<file path="src/rtl/md_timestep_scheduler.sv">
// Phase sequencer for one MD timestep loop: force pipeline, position update,
// then a double-buffer swap, repeated for a latched number of steps.
module md_timestep_scheduler #(
  parameter int STEP_W        = 16,
  parameter int SETTLE_CYCLES = 2,
  parameter int TIMEOUT       = 65536,
  parameter int TO_W          = 17
) (
  input  logic              clk,
  input  logic              rst,
  input  logic              start,
  input  logic [STEP_W-1:0] num_steps,
  input  logic              abort,
  output logic              force_start,
  input  logic              force_done,
  output logic              pu_ready,
  input  logic              pu_done,
  output logic              double_buffer,
  output logic [1:0]        block,
  output logic [STEP_W-1:0] step_count,
  output logic              busy,
  output logic              finished,
  output logic              error
);

  typedef enum logic [2:0] {
    S_IDLE,
    S_FORCE_KICK,
    S_FORCE_WAIT,
    S_UPDATE,
    S_SWAP,
    S_DONE,
    S_ERROR
  } state_t;

  localparam int SET_W = (SETTLE_CYCLES < 2) ? 1 : $clog2(SETTLE_CYCLES);
  localparam logic [SET_W-1:0] SETTLE_LAST = SET_W'(SETTLE_CYCLES - 1);
  localparam logic [TO_W-1:0]  TO_LAST     = (TIMEOUT == 0) ? '0 : TO_W'(TIMEOUT - 1);

  state_t            state, state_n;
  logic [STEP_W-1:0] n_steps;
  logic [TO_W-1:0]   wd_cnt;
  logic [SET_W-1:0]  settle_cnt;
  logic              active, in_wait, timeout_hit, accept;

  assign active  = (state != S_IDLE) && (state != S_ERROR);
  assign in_wait = (state == S_FORCE_WAIT) || (state == S_UPDATE);

  // Next-state selection; the if/else order encodes abort > timeout > done > start.
  always_comb begin
    state_n     = state;
    accept      = 1'b0;
    timeout_hit = (TIMEOUT != 0) && in_wait && (wd_cnt == TO_LAST);
    if (active && abort) begin
      state_n = S_IDLE;
    end else if (timeout_hit) begin
      state_n = S_ERROR;
    end else begin
      case (state)
        S_IDLE, S_ERROR: begin
          if (start) begin
            accept  = 1'b1;
            state_n = (num_steps == '0) ? S_DONE : S_FORCE_KICK;
          end
        end
        S_FORCE_KICK: state_n = S_FORCE_WAIT;
        S_FORCE_WAIT: if (force_done) state_n = S_UPDATE;
        S_UPDATE:     if (pu_done) state_n = S_SWAP;
        S_SWAP: begin
          if (settle_cnt == SETTLE_LAST)
            state_n = (step_count == n_steps) ? S_DONE : S_FORCE_KICK;
        end
        S_DONE:  state_n = S_IDLE;
        default: state_n = S_IDLE;
      endcase
    end
  end

  // Outputs are decoded from the next state so they line up with the state register.
  always_ff @(posedge clk or posedge rst) begin
    if (rst) begin
      state         <= S_IDLE;
      n_steps       <= '0;
      wd_cnt        <= '0;
      settle_cnt    <= '0;
      force_start   <= 1'b0;
      pu_ready      <= 1'b0;
      double_buffer <= 1'b0;
      block         <= 2'b00;
      step_count    <= '0;
      busy          <= 1'b0;
      finished      <= 1'b0;
      error         <= 1'b0;
    end else begin
      state <= state_n;

      if (state_n != state)
        wd_cnt <= '0;
      else if (in_wait)
        wd_cnt <= wd_cnt + 1'b1;

      if (state_n != state)
        settle_cnt <= '0;
      else if (state == S_SWAP)
        settle_cnt <= settle_cnt + 1'b1;

      if (accept) begin
        n_steps    <= num_steps;
        step_count <= '0;
        error      <= 1'b0;
      end

      if (state_n == S_ERROR)
        error <= 1'b1;

      // Bank flip and step count happen only on the first SWAP cycle.
      if ((state_n == S_SWAP) && (state != S_SWAP)) begin
        double_buffer <= ~double_buffer;
        step_count    <= step_count + 1'b1;
      end

      force_start <= (state_n == S_FORCE_KICK);
      pu_ready    <= (state_n == S_UPDATE);
      finished    <= (state_n == S_DONE);
      busy        <= (state_n != S_IDLE) && (state_n != S_ERROR);

      case (state_n)
        S_FORCE_KICK, S_FORCE_WAIT: block <= 2'b01;
        S_UPDATE:                   block <= 2'b10;
        S_SWAP:                     block <= 2'b11;
        default:                    block <= 2'b00;
      endcase
    end
  end

endmodule
</file>
<file path="config.mk">
export PLATFORM = sky130hd
export DESIGN_NAME = md_timestep_scheduler
export DESIGN_NICKNAME = d
export VERILOG_FILES = /design/src/rtl/md_timestep_scheduler.sv
export SDC_FILE = /design/constraint.sdc
export NUM_CORES = 1
export LEC_CHECK = 0
export BUFFER_PORTS_ARGS = -buffer_cell sky130_fd_sc_hd__buf_4
export CORE_MARGIN = 2
export CORE_UTILIZATION = 57
export DETAILED_ROUTE_END_ITERATION = 6
export PLACE_DENSITY = 0.79
export SYNTH_ARGS = -nofsm -noshare
export SYNTH_HDL_FRONTEND = slang
export SYNTH_SLANG_ARGS = --single-unit
</file>
<file path="constraint.sdc">
create_clock -name clk -period 3.1 [get_ports clk]
set_clock_uncertainty 0.15 [all_clocks]
set_input_delay 0.155 -clock clk [delete_from_list [all_inputs] [get_ports clk]]
set_output_delay 0.155 -clock clk [all_outputs]
set_load 0.02 [all_outputs]
</file>
Word-level counts from Yosys, hierarchy flattened
Cells that the tools add are included.
{"block": "op_classes", "n_eq_ne": 17, "n_bitwise": 1, "add_sub_neg": 3, "reduce_logical": 16, "mux": 22}
{"op": "$mux 17", "count": 2}
{"op": "$mux 16", "count": 2}
{"op": "$mux 3", "count": 8}
{"op": "$add 17x1->17 const B", "count": 1}
{"op": "$eq 17x16->1 const B", "count": 1}
{"op": "$add 16x1->16 const B", "count": 1}
{"op": "$eq 16x16->1", "count": 1}
{"op": "$logic_not 16->1", "count": 1}
{"op": "$eq 3x3->1 const B", "count": 5}
{"op": "$pmux 3 s5", "count": 1}
{"op": "$eq 3x2->1 const B", "count": 4}
{"op": "$ne 3x3->1 const B", "count": 3}
{"op": "$mux 1", "count": 8}
{"op": "$reduce_bool 2->1", "count": 4}
{"op": "$eq 3x1->1 const B", "count": 2}
{"op": "$pmux 2 s3", "count": 1}
{"op": "$reduce_bool 3->1", "count": 2}
{"op": "$logic_and 1x1->1", "count": 5}
{"op": "$reduce_or 2->1", "count": 2}
{"op": "$logic_not 3->1", "count": 1}
{"op": "$ne 3x3->1", "count": 1}
{"op": "$add 1x1->1 const B", "count": 1}
{"op": "$logic_or 1x1->1", "count": 1}
{"op": "$not 1->1", "count": 1}
{"block": "totals", "output_inout_bits": 24, "input_bits": 22, "elab_cells": 71, "regBits": 61}

Longest topological paths before layout
Gate-level depths: netlist of the first run.
{"block": "logic_depth", "depth_word": 9, "depth_mapped": 14, "mapped_depth_nobuf": 13}

Worst setup path before layout of the first run
No wires, ideal clock.
{"block": "synth_timing", "path_type": "reg2reg", "from": "reg wd_cnt[8]", "to": "reg step_count[5]", "arrival_ps": 2564, "t_required_ps": 2824, "stages_incl_launch_ff": 13, "setup_slack_ps": 260, "cell_sequence": "dfrtp_1 and4_1 and3_1 nand4_1 inv_1 and3_1 ha_1 and3b_1 o21ai_0 a21o_1 o31a_1 buf_2 a221o_1"}
{"block": "synth_between", "elab_chain_cells": 7}
{"item": "start: declaration", "line_no": "42", "source": "logic [TO_W-1:0] wd_cnt;"}
{"item": "start signal: assignment", "line_no": "100", "source": "wd_cnt <= wd_cnt + 1'b1;"}
{"item": "$eq 17x16->1 (*)", "line_no": "53", "source": "timeout_hit = (TIMEOUT != 0) && in_wait && (wd_cnt == TO_LAST);"}
{"item": "$logic_and 1x1->1 (*)", "line_no": "53"}
{"item": "$mux 3", "line_no": "56", "source": "end else if (timeout_hit) begin"}
{"item": "$mux 3", "line_no": "54", "source": "if (active && abort) begin"}
{"item": "$eq 3x3->1", "line_no": "117", "source": "if ((state_n == S_SWAP) && (state != S_SWAP)) begin"}
{"item": "$logic_and 1x1->1", "line_no": "117"}
{"item": "$mux 16 / $reduce_bool 2->1 (equally long branches)"}
{"item": "end signal: assignment", "line_no": "119", "source": "step_count <= step_count + 1'b1;"}
{"item": "end: declaration", "line_no": "20", "source": "output logic [STEP_W-1:0] step_count,"}
Mark *: on every way between the ends. The rest lies on a longest branch, timed or not.
A chain may end at the register's enable or synchronous reset.

Worst setup path in the final report of the first run
{"block": "layout_timing", "from": "reg wd_cnt[4]", "to": "reg step_count[13]"}
Same word-level chain as after synthesis.

==> flow_summary.json, run 1 <==
{
  "status": "finished clean",
  "ys_async_sr_fraction_pct": 100,
  "vias": 3012,
  "cts.sinks": 61,
  "clock_latency_ns": 0.35,
  "die_y_um": 80.3,
  "worst_slew_pin_slew_ns": 0.571,
  "htree_levels": 3,
  "top_usage_layer": "met2",
  "vdd.ir_drop.worst_mv": 0.648,
  "hold_violations": 0,
  "via_per_inst": 5.80,
  "crit_required_ns": 3.23,
  "grtUsageMet2_pct": 42.2,
  "root_buffer": "clkbuf_8",
  "cellPowerDensity_nw_per_um2": 775,
  "leakage_nw": 2.05,
  "die-area_um2": 6450,
  "ant_nets": 0,
  "area_growth_pct": 28.1,
  "grt_pass1_vias": 2809,
  "cp-start-kind": "flop",
  "finalNetCount": 467,
  "final_cell_mix": "nand2_1 (80), buf_4 (63), dfrtp_1 (61)",
  "grt_max_degree": 47,
  "ios": 46,
  "syn_area_per_cell_um2": 9.14,
  "layout_setup_ws_ns": 0.0667,
  "netlist_area_um2": 3320,
  "tns_ns": 0,
  "dp_slack_ns": -0.186,
  "port_buffers": 45,
  "register_area_um2": 1530,
  "slew_headroom_pct": 61.5,
  "coreArea_um2": 5570,
  "fin_crit_ns": 3.03,
  "clk_path_buf_depth": 2,
  "fill_cells": 353,
  "wl_per_cell_um": 16.4,
  "hpwl_um": 5530,
  "end_kind": "flop",
  "drt-total-wl_um": 8520,
  "crit_arrival_ns": 3.16,
  "synth_ff_type": "dfrtp_1",
  "cts_buffers": 9,
  "fmax_ghz": 0.330,
  "synth_edf_count": 0,
  "min_path_type": "input port to async pin",
  "overflow": 0,
  "dr.first_iter.drc_count": 208,
  "reg2reg_setup_slack_ns": 0.07,
  "ys_seq_area_share_pct": 46.0,
  "grt_antenna_before_repair": 0,
  "use_met1_pct": 38.1,
  "grt_pass1_wl_um": 13500,
  "synth_top_area_cell": "dfrtp_1",
  "synth_cell_types": 55,
  "maxSlewViolCount": 0,
  "yosys-top-cells-area": "dfrtp_1 (46%), nand2_1 (9.1%), xnor2_1 (7.7%), and2_1 (2.6%), nand3_1 (2.6%)",
  "clkTransAtPathRegs_ns": 0.08,
  "critical_path_class": "flop to flop",
  "grtUsageMet3_pct": 6.97,
  "synth_cells": 363,
  "n_antenna_cell": 0,
  "timing.final.crit_share_pct": 97.8,
  "synth_top_area_share_pct": 46.0,
  "row_count": 27,
  "first_pass_iters": 4,
  "die_w_um": 80.3,
  "gp_congestion": 0.887,
  "multiInputGateArea_um2": 1750,
  "drv_cap": 0,
  "syn_nets": 388,
  "total_power_mw": 3.29,
  "route.detailed.drc": 0,
  "ys_warn_count": 0,
  "cp_max_fo": 5,
  "drive_above_1_share_pct": 22.1,
  "ys_ff_latch": 61,
  "track_usage_pct": 27.3,
  "tritoncts": "done",
  "start_util_pct": 59.5,
  "mostFrequentLayoutCell": "nand2_1",
  "setup_viol": 0
}
==> path summary, 6_finish.rpt <==
check | depth (start not counted) | startpoint | to
max | 13 | wd_cnt[4] | step_count[13]
max reg2reg | 13 | wd_cnt[4] | step_count[13]
min reg2reg | 1 | double_buffer | double_buffer
max in group asynchronous | 4 | rst | wd_cnt[2]
min | 3 | rst | step_count[5]
min in group clk | 5 | abort | pu_ready
==> power by group <==
part           internal (mW)  switching, mW
clock                  0.292          0.347
combinational          0.634          0.880
sequential             0.981          0.157
total                   1.91           1.38
==> per-layer routing <==
metal | vias up | routed length [um]
met4 | 0 | 129
li1 | 1415 | -
met3 | 16 | 573
met2 | 115 | 4060
met1 | 1466 | 3760
met5 | - | 0
==> sequential cells by signal, indices dropped and copies added (netlist names), 2 cells and up <==
signal,count
wd_cnt,17
state,3
n_steps,16
step_count,16
block,2
==> per-stage QoR <==
stage	area [um^2]	utilization, %	std cells	hold slack, ns
detailed placement	3780	67.9	481	-0.00400
global route	4250	76.2	519	0.185
floorplan	3320	-	363	0.110
global placement	3780	67.9	481	-0.00552
finish	4250	76.2	519	0.166
CTS	4140	74.2	514	0.140
==> area by class of cell <==
cell class / instances / area share (%)
Multi-Input combinational cell: 278 / 41.2
Sequential cell: 61 / 35.9
Inverter: 11 / 0.972
Timing Repair Buffer: 81 / 15.6
Clock inverter: 7 / 1.21
Clock buffer: 9 / 2.92
Tap cell: 72 / 2.12
==> logic make-up (layout without fill, tap and decap cells) <==
group | count (synthesis) | in the layout | share of synthesized area, %
AND/OR/NAND/NOR | 174 | 175 | 25.5
flip-flops | 61 | 61 | 46.0
AO/OA/AOI/OAI | 56 | 56 | 12.0
XOR/XNOR | 37 | 37 | 9.77
buffers and inverters | 25 | 108 | 3.47
multiplexers | 7 | 7 | 2.19
adder cells (fa/ha/maj) | 3 | 3 | 1.13
==> cells in the mapped netlist, types with 4 or more instances <==
cell type and number:
a21o_1 6, a21oi_1 6, and2_1 14, and3_1 10, clkbuf_1 8, dfrtp_1 61
inv_1 10, mux2i_1 5, nand2_1 80, nand3_1 17, nand4_1 9, nor2_1 16
nor2b_1 4, nor3_1 5, nor4_1 5, o21ai_0 16, xnor2_1 29, xor2_1 8
==> repair_timing <==
action,4_1_cts,5_1_grt
hold buffers,17,0
buffers inserted,0,4
gates cloned,0,1
resized for setup,1,18
endpoints found under the hold margin,31,0
pin swaps,1,5
endpoints found under the setup margin,12,29
==> worst max-delay path: stages, from the launching register on <==
cell     delay [ns]
dfrtp_1        0.37
and3_1         0.22
and3_1         0.20
nand4_1        0.12
inv_1          0.06
and3_1         0.18
ha_2           0.19
and3b_1        0.24
o21ai_2        0.07
a21o_1         0.27
buf_4          0.17
or3_4          0.41
o21ba_1        0.20
mux2i_1        0.12
Power figures use the tool's default switching activity.
==> inputs of run 2 (changes only) <==
- BUFFER_PORTS_ARGS: -buffer_cell sky130_fd_sc_hd__buf_4 -> not set
- CORE_UTILIZATION: 57 -> 63
- DONT_BUFFER_PORTS: not set -> 1
==> flow_summary.json, run 2 (synthesis gave the netlist of run 1 again) <==
{
  "min_path_type": "input port to flop",
  "worst_slew_pin_slew_ns": 0.581,
  "grt_antenna_before_repair": 0,
  "fill_cells": 359,
  "cp_common_cell": "and3_1",
  "fin_crit_ns": 3.01,
  "cp_slowest_cell": "o31a_4",
  "n_antenna_cell": 0,
  "drive_above_1_share_pct": 13.0,
  "cp_cell_sequence": "and4_4 > and3_1 > nand4_1 > inv_1 > and3_1 > ha_2 > o21ai_1 > a2bb2oi_2 > o311ai_2 > inv_2 > o31a_4 > o21bai_1 > a22o_1",
  "crit_arrival_ns": 3.09,
  "status": "finished, violations left",
  "vias": 2818,
  "die-area_um2": 5860,
  "fin_hold_ws_ns": 0.0138,
  "drv_cap": 0,
  "via_per_inst": 5.98,
  "grt_pass1_wl_um": 13600,
  "start_util_pct": 64.9,
  "root_buffer": "clkbuf_8",
  "route.detailed.drc": 2,
  "largest_reg_flops": 17,
  "violations": "design-rule violations",
  "clkTransAtPathRegs_ns": 0.08,
  "row_count": 26,
  "setup_viol": 0,
  "cellPowerDensity_nw_per_um2": 816,
  "port_buffers": 0,
  "hold_violations": 0,
  "vdd.ir_drop.worst_mv": 0.794,
  "reg2reg_setup_slack_ns": 0.09,
  "slowest_delay_ns": 0.42,
  "drt-total-wl_um": 8010,
  "end_kind": "flop",
  "cp_max_fo": 11,
  "cp-start-kind": "flop",
  "cts.sinks": 61,
  "area_growth_pct": 17.5,
  "coreArea_um2": 5110,
  "mostFrequentLayoutCell": "nand2_1",
  "first_pass_iters": 7,
  "maxSlewViolCount": 0,
  "overflow": 0,
  "dr.first_iter.drc_count": 186,
  "grt_max_degree": 34,
  "tns_ns": 0,
  "finalNetCount": 421,
  "track_usage_pct": 29.7,
  "critical_path_class": "flop to flop",
  "leakage_nw": 1.82,
  "hpwl_um": 5220,
  "die_y_um": 76.6,
  "crit_required_ns": 3.19,
  "top_regs": "wd_cnt: 17 flops, n_steps: 16 flops, step_count: 16 flops",
  "wl_per_cell_um": 17.0,
  "ios": 46,
  "htree_levels": 3,
  "die_w_um": 76.6,
  "gp_congestion": 0.843,
  "clk_path_buf_depth": 2,
  "cts_buffers": 9,
  "ant_nets": 0,
  "top_register": "wd_cnt",
  "clock_latency_ns": 0.35,
  "slew_headroom_pct": 60.9,
  "grt_pass1_vias": 2774,
  "final_cell_mix": "nand2_1 (80), dfrtp_1 (61), xnor2_1 (29)",
  "timing.final.crit_share_pct": 97.0,
  "fmax_ghz": 0.333,
  "tritoncts": "done"
}
## run 2: worst paths after layout
kind / end / start / depth (start not counted)
worst min-delay path: pu_ready / abort / 4
min in group asynchronous: wd_cnt[12] / rst / 2
worst min register to register: wd_cnt[16] / wd_cnt[16] / 1
worst max-delay path: step_count[2] / wd_cnt[10] / 13
max in group asynchronous: error / rst / 3
worst max register to register: step_count[2] / wd_cnt[10] / 13
## run 2: worst max-delay path, delay by kind of cell (launching register included)
| family | cells | cell delay [ns] |
|---|---|---|
| buf+inv | 2 | 0.25 |
| compound gates | 6 | 1.17 |
| fa+ha+maj | 1 | 0.22 |
| flops | 1 | 0.36 |
| simple gates | 4 | 0.74 |
## run 2: per-layer routing
metal,routed length [um],global-route usage (%)
met5,0,0
met4,232,14.9
met3,553,6.40
met2,3730,45.6
met1,3490,40.1
## run 2: timing repair
action,CTS,global route
buffers inserted,2,0
endpoints found under the setup margin,12,31
hold buffers,18,0
pin swaps,1,0
hold endpoints to repair,48,0
gates resized for setup,4,11
## run 2: power breakdown
part           internal [mW]  switching, mW  leakage [nW]  total (mW)
logic                  0.514          0.753         0.911        1.27
registers              0.981          0.215         0.815        1.20
clock network          0.373          0.342        0.0918       0.715
## run 2: stage by stage
step	util [%]	instances	cell area [um^2]	setup WS [ns]	power (mW)
final	76.3	471	3900	0.0942	3.18
after global routing	76.3	471	3900	-0.00925	3.38
after CTS	75.5	471	3860	0.0413	3.10
after detailed placement	67.6	435	3450	-0.131	2.34
after global placement	67.6	435	3450	-0.0509	2.31
after floorplan	-	363	3320	0.260	2.04
## run 2: final cells by class
| type | instances | area [um^2] | area share, % |
|---|---|---|---|
| Clock buffer | 9 | 124 | 3.18 |
| Clock inverter | 7 | 75.1 | 1.93 |
| Inverter | 11 | 41.3 | 1.06 |
| Multi-Input combinational cell | 277 | 1730 | 44.3 |
| Sequential cell | 61 | 1530 | 39.2 |
| Tap cell | 70 | 87.6 | 2.25 |
| Timing Repair Buffer | 36 | 315 | 8.09 |
==> inputs of run 3 (changes only) <==
- ABC_AREA: not set -> 1
- CORE_UTILIZATION: 63 -> 40
- PLACE_DENSITY: 0.79 -> not set
==> flow_summary.json, run 3 <==
{
  "critical_path_class": "flop to flop",
  "wl_per_cell_um": 12.3,
  "clock_latency_ns": 0.35,
  "pwr-share-seq_pct": 42.3,
  "min_path_type": "input port to flop",
  "die_w_um": 97.7,
  "mostFrequentLayoutCell": "nand2_1",
  "synth_top_area_cell": "dfrtp_1",
  "setup_viol": 0,
  "synth_edf_count": 0,
  "ctsHoldBuffers": 18,
  "cts.sinks": 61,
  "netlist_area_um2": 3510,
  "slew_headroom_pct": 58.1,
  "largest_reg_flops": 17,
  "via_per_inst": 4.77,
  "grt_pass1_wl_um": 12900,
  "clk_path_buf_depth": 2,
  "synth_most_common_cell": "nand2_1",
  "die_y_um": 97.7,
  "cellPowerDensity_nw_per_um2": 712,
  "crit_arrival_ns": 2.63,
  "p_sw_mw": 1.22,
  "grt_max_degree": 50,
  "first_pass_iters": 4,
  "ys_ff_latch": 61,
  "ys_warn_count": 0,
  "timing.final.crit_share_pct": 82.1,
  "track_usage_pct": 16.7,
  "drt-total-wl_um": 7190,
  "fin_cells": 586,
  "row_count": 34,
  "synth_cells": 453,
  "synth_ff_type": "dfrtp_1",
  "vdd.ir_drop.worst_mv": 0.379,
  "top_layer": "met4",
  "finalNetCount": 498,
  "final_util_pct": 45.6,
  "htree_levels": 3,
  "cp_max_fo": 17,
  "grt_pass1_vias": 2792,
  "dp.cells": 552,
  "port_buffers": 0,
  "p_comb_share_pct": 36.1,
  "rsz0062_at_grt": "false",
  "coreArea_um2": 8640,
  "p_sw_share_pct": 43.7,
  "cts_setup_buffers": 0,
  "tritoncts": "done",
  "crit_required_ns": 3.18,
  "area_growth_pct": 12.0,
  "drive_above_1_share_pct": 10.3,
  "hold_violations": 0,
  "gp_congestion": 0.825,
  "grt_antenna_before_repair": 0,
  "fill_cells": 865,
  "final_cell_mix": "nand2_1 (134), inv_1 (62), dfrtp_1 (61)",
  "top_regs": "wd_cnt: 17 flops, n_steps: 16 flops, step_count: 16 flops",
  "maxSlewViolCount": 0,
  "overflow": 0,
  "status": "finished clean",
  "dr.first_iter.drc_count": 72,
  "cts_buffers": 9,
  "wl_met2_um": 3460,
  "reg2reg_setup_slack_ns": 0.55,
  "fin_hold_ws_ns": 0.0348,
  "die-area_um2": 9550,
  "vias": 2797,
  "end_kind": "flop",
  "ios": 46,
  "root_buffer": "clkbuf_8",
  "synth_top_area_share_pct": 43.4,
  "ant_nets": 0,
  "fin_crit_ns": 2.55,
  "ys_seq_area_share_pct": 43.4,
  "yosys-top-cells-area": "dfrtp_1 (43%), nand2_1 (14%), inv_1 (6.7%), xor2_1 (5.5%), nor2_1 (5.1%)",
  "route.detailed.drc": 0,
  "syn_area_per_cell_um2": 7.76,
  "total_power_mw": 2.80,
  "cp-start-kind": "flop",
  "synth_cell_types": 31,
  "met3_wirelength_um": 286,
  "syn_nets": 478,
  "synth_common_cells": "nand2_1 (134), inv_1 (63), dfrtp_1 (61), nor2_1 (48), nand3_1 (26)",
  "clockPowerShare_pct": 21.6,
  "top_register": "wd_cnt",
  "post_cts_resized": 0,
  "p_int_mw": 1.58,
  "worst_slew_pin_slew_ns": 0.627,
  "leakage_nw": 1.92,
  "tns_ns": 0,
  "hpwl_um": 5090,
  "fmax_ghz": 0.393,
  "start_util_pct": 40.7,
  "drv_cap": 0,
  "n_antenna_cell": 0,
  "ys_async_sr_fraction_pct": 100,
  "clkTransAtPathRegs_ns": 0.07,
  "drt-met1-wl_um": 3280
}
[run 3: kinds of logic (layout without fill, tap and decap cells)]
family          count (synthesis)  in the layout  share of synthesized area, %
buf+inv                        79            104                          9.26
xor+xnor                       26             26                          6.48
mux                             1              1                         0.285
simple gates                  257            257                          35.3
compound gates                 26             26                          4.20
flops                          61             61                          43.4
fa+ha+maj                       3              3                          1.07
[run 3: metal layers]
metal	global-route usage (%)	vias up
met1	19.6	1283
met4	7.48	0
li1	-	1450
met5	0	-
met3	4.60	18
met2	28.5	46
[run 3: power groups by stage]
stage / Clock (mW) / Combinational [mW] / Sequential [mW]
4_1_cts: 0.624 / 1.04 / 1.19
3_3_place_gp: 0 / 0.996 / 1.20
3_5_place_dp: 0 / 1.01 / 1.20
5_1_grt: 0.661 / 1.18 / 1.21
6_report: 0.605 / 1.01 / 1.18
2_1_floorplan: 0 / 0.931 / 1.15
[run 3: path summary, 6_finish.rpt]
check / start / to / depth (start not counted)
max: wd_cnt[0] / step_count[13] / 14
min: abort / state[1] / 3
max reg2reg: wd_cnt[0] / step_count[13] / 14
min reg2reg: n_steps[2] / n_steps[2] / 2
max in group asynchronous: rst / step_count[13] / 3
min in group asynchronous: rst / n_steps[12] / 2
[run 3: cell type report]
type,instances,area [um^2],share of cell area (%)
Clock inverter,4,25.0,0.636
Inverter,68,256,6.52
Tap cell,108,135,3.43
Timing Repair Buffer,20,195,4.96
Sequential cell,61,1530,38.8
Multi-Input combinational cell,313,1660,42.2
Clock buffer,12,135,3.43
[run 3: through the flow]
step / instance area, um^2 / setup slack, ns
2_1_floorplan: 3510 / 0.861
3_3_place_gp: 3590 / 0.596
3_5_place_dp: 3590 / 0.541
4_1_cts: 3940 / 0.537
5_1_grt: 3940 / 0.329
6_report: 3940 / 0.554
[run 3: critical path, cell delays in order, from the launching register on]
cell and delay [ns]:
dfrtp_1 0.40, ha_1 0.23, inv_1 0.08, nor2_1 0.06, nand4_1 0.09, nor2_1 0.05
ha_1 0.18, nand2_2 0.11, nand4_1 0.12, nand2_2 0.12, nand2_1 0.10, inv_2 0.08
nand4_2 0.39, nand3_1 0.19, nand2_1 0.07
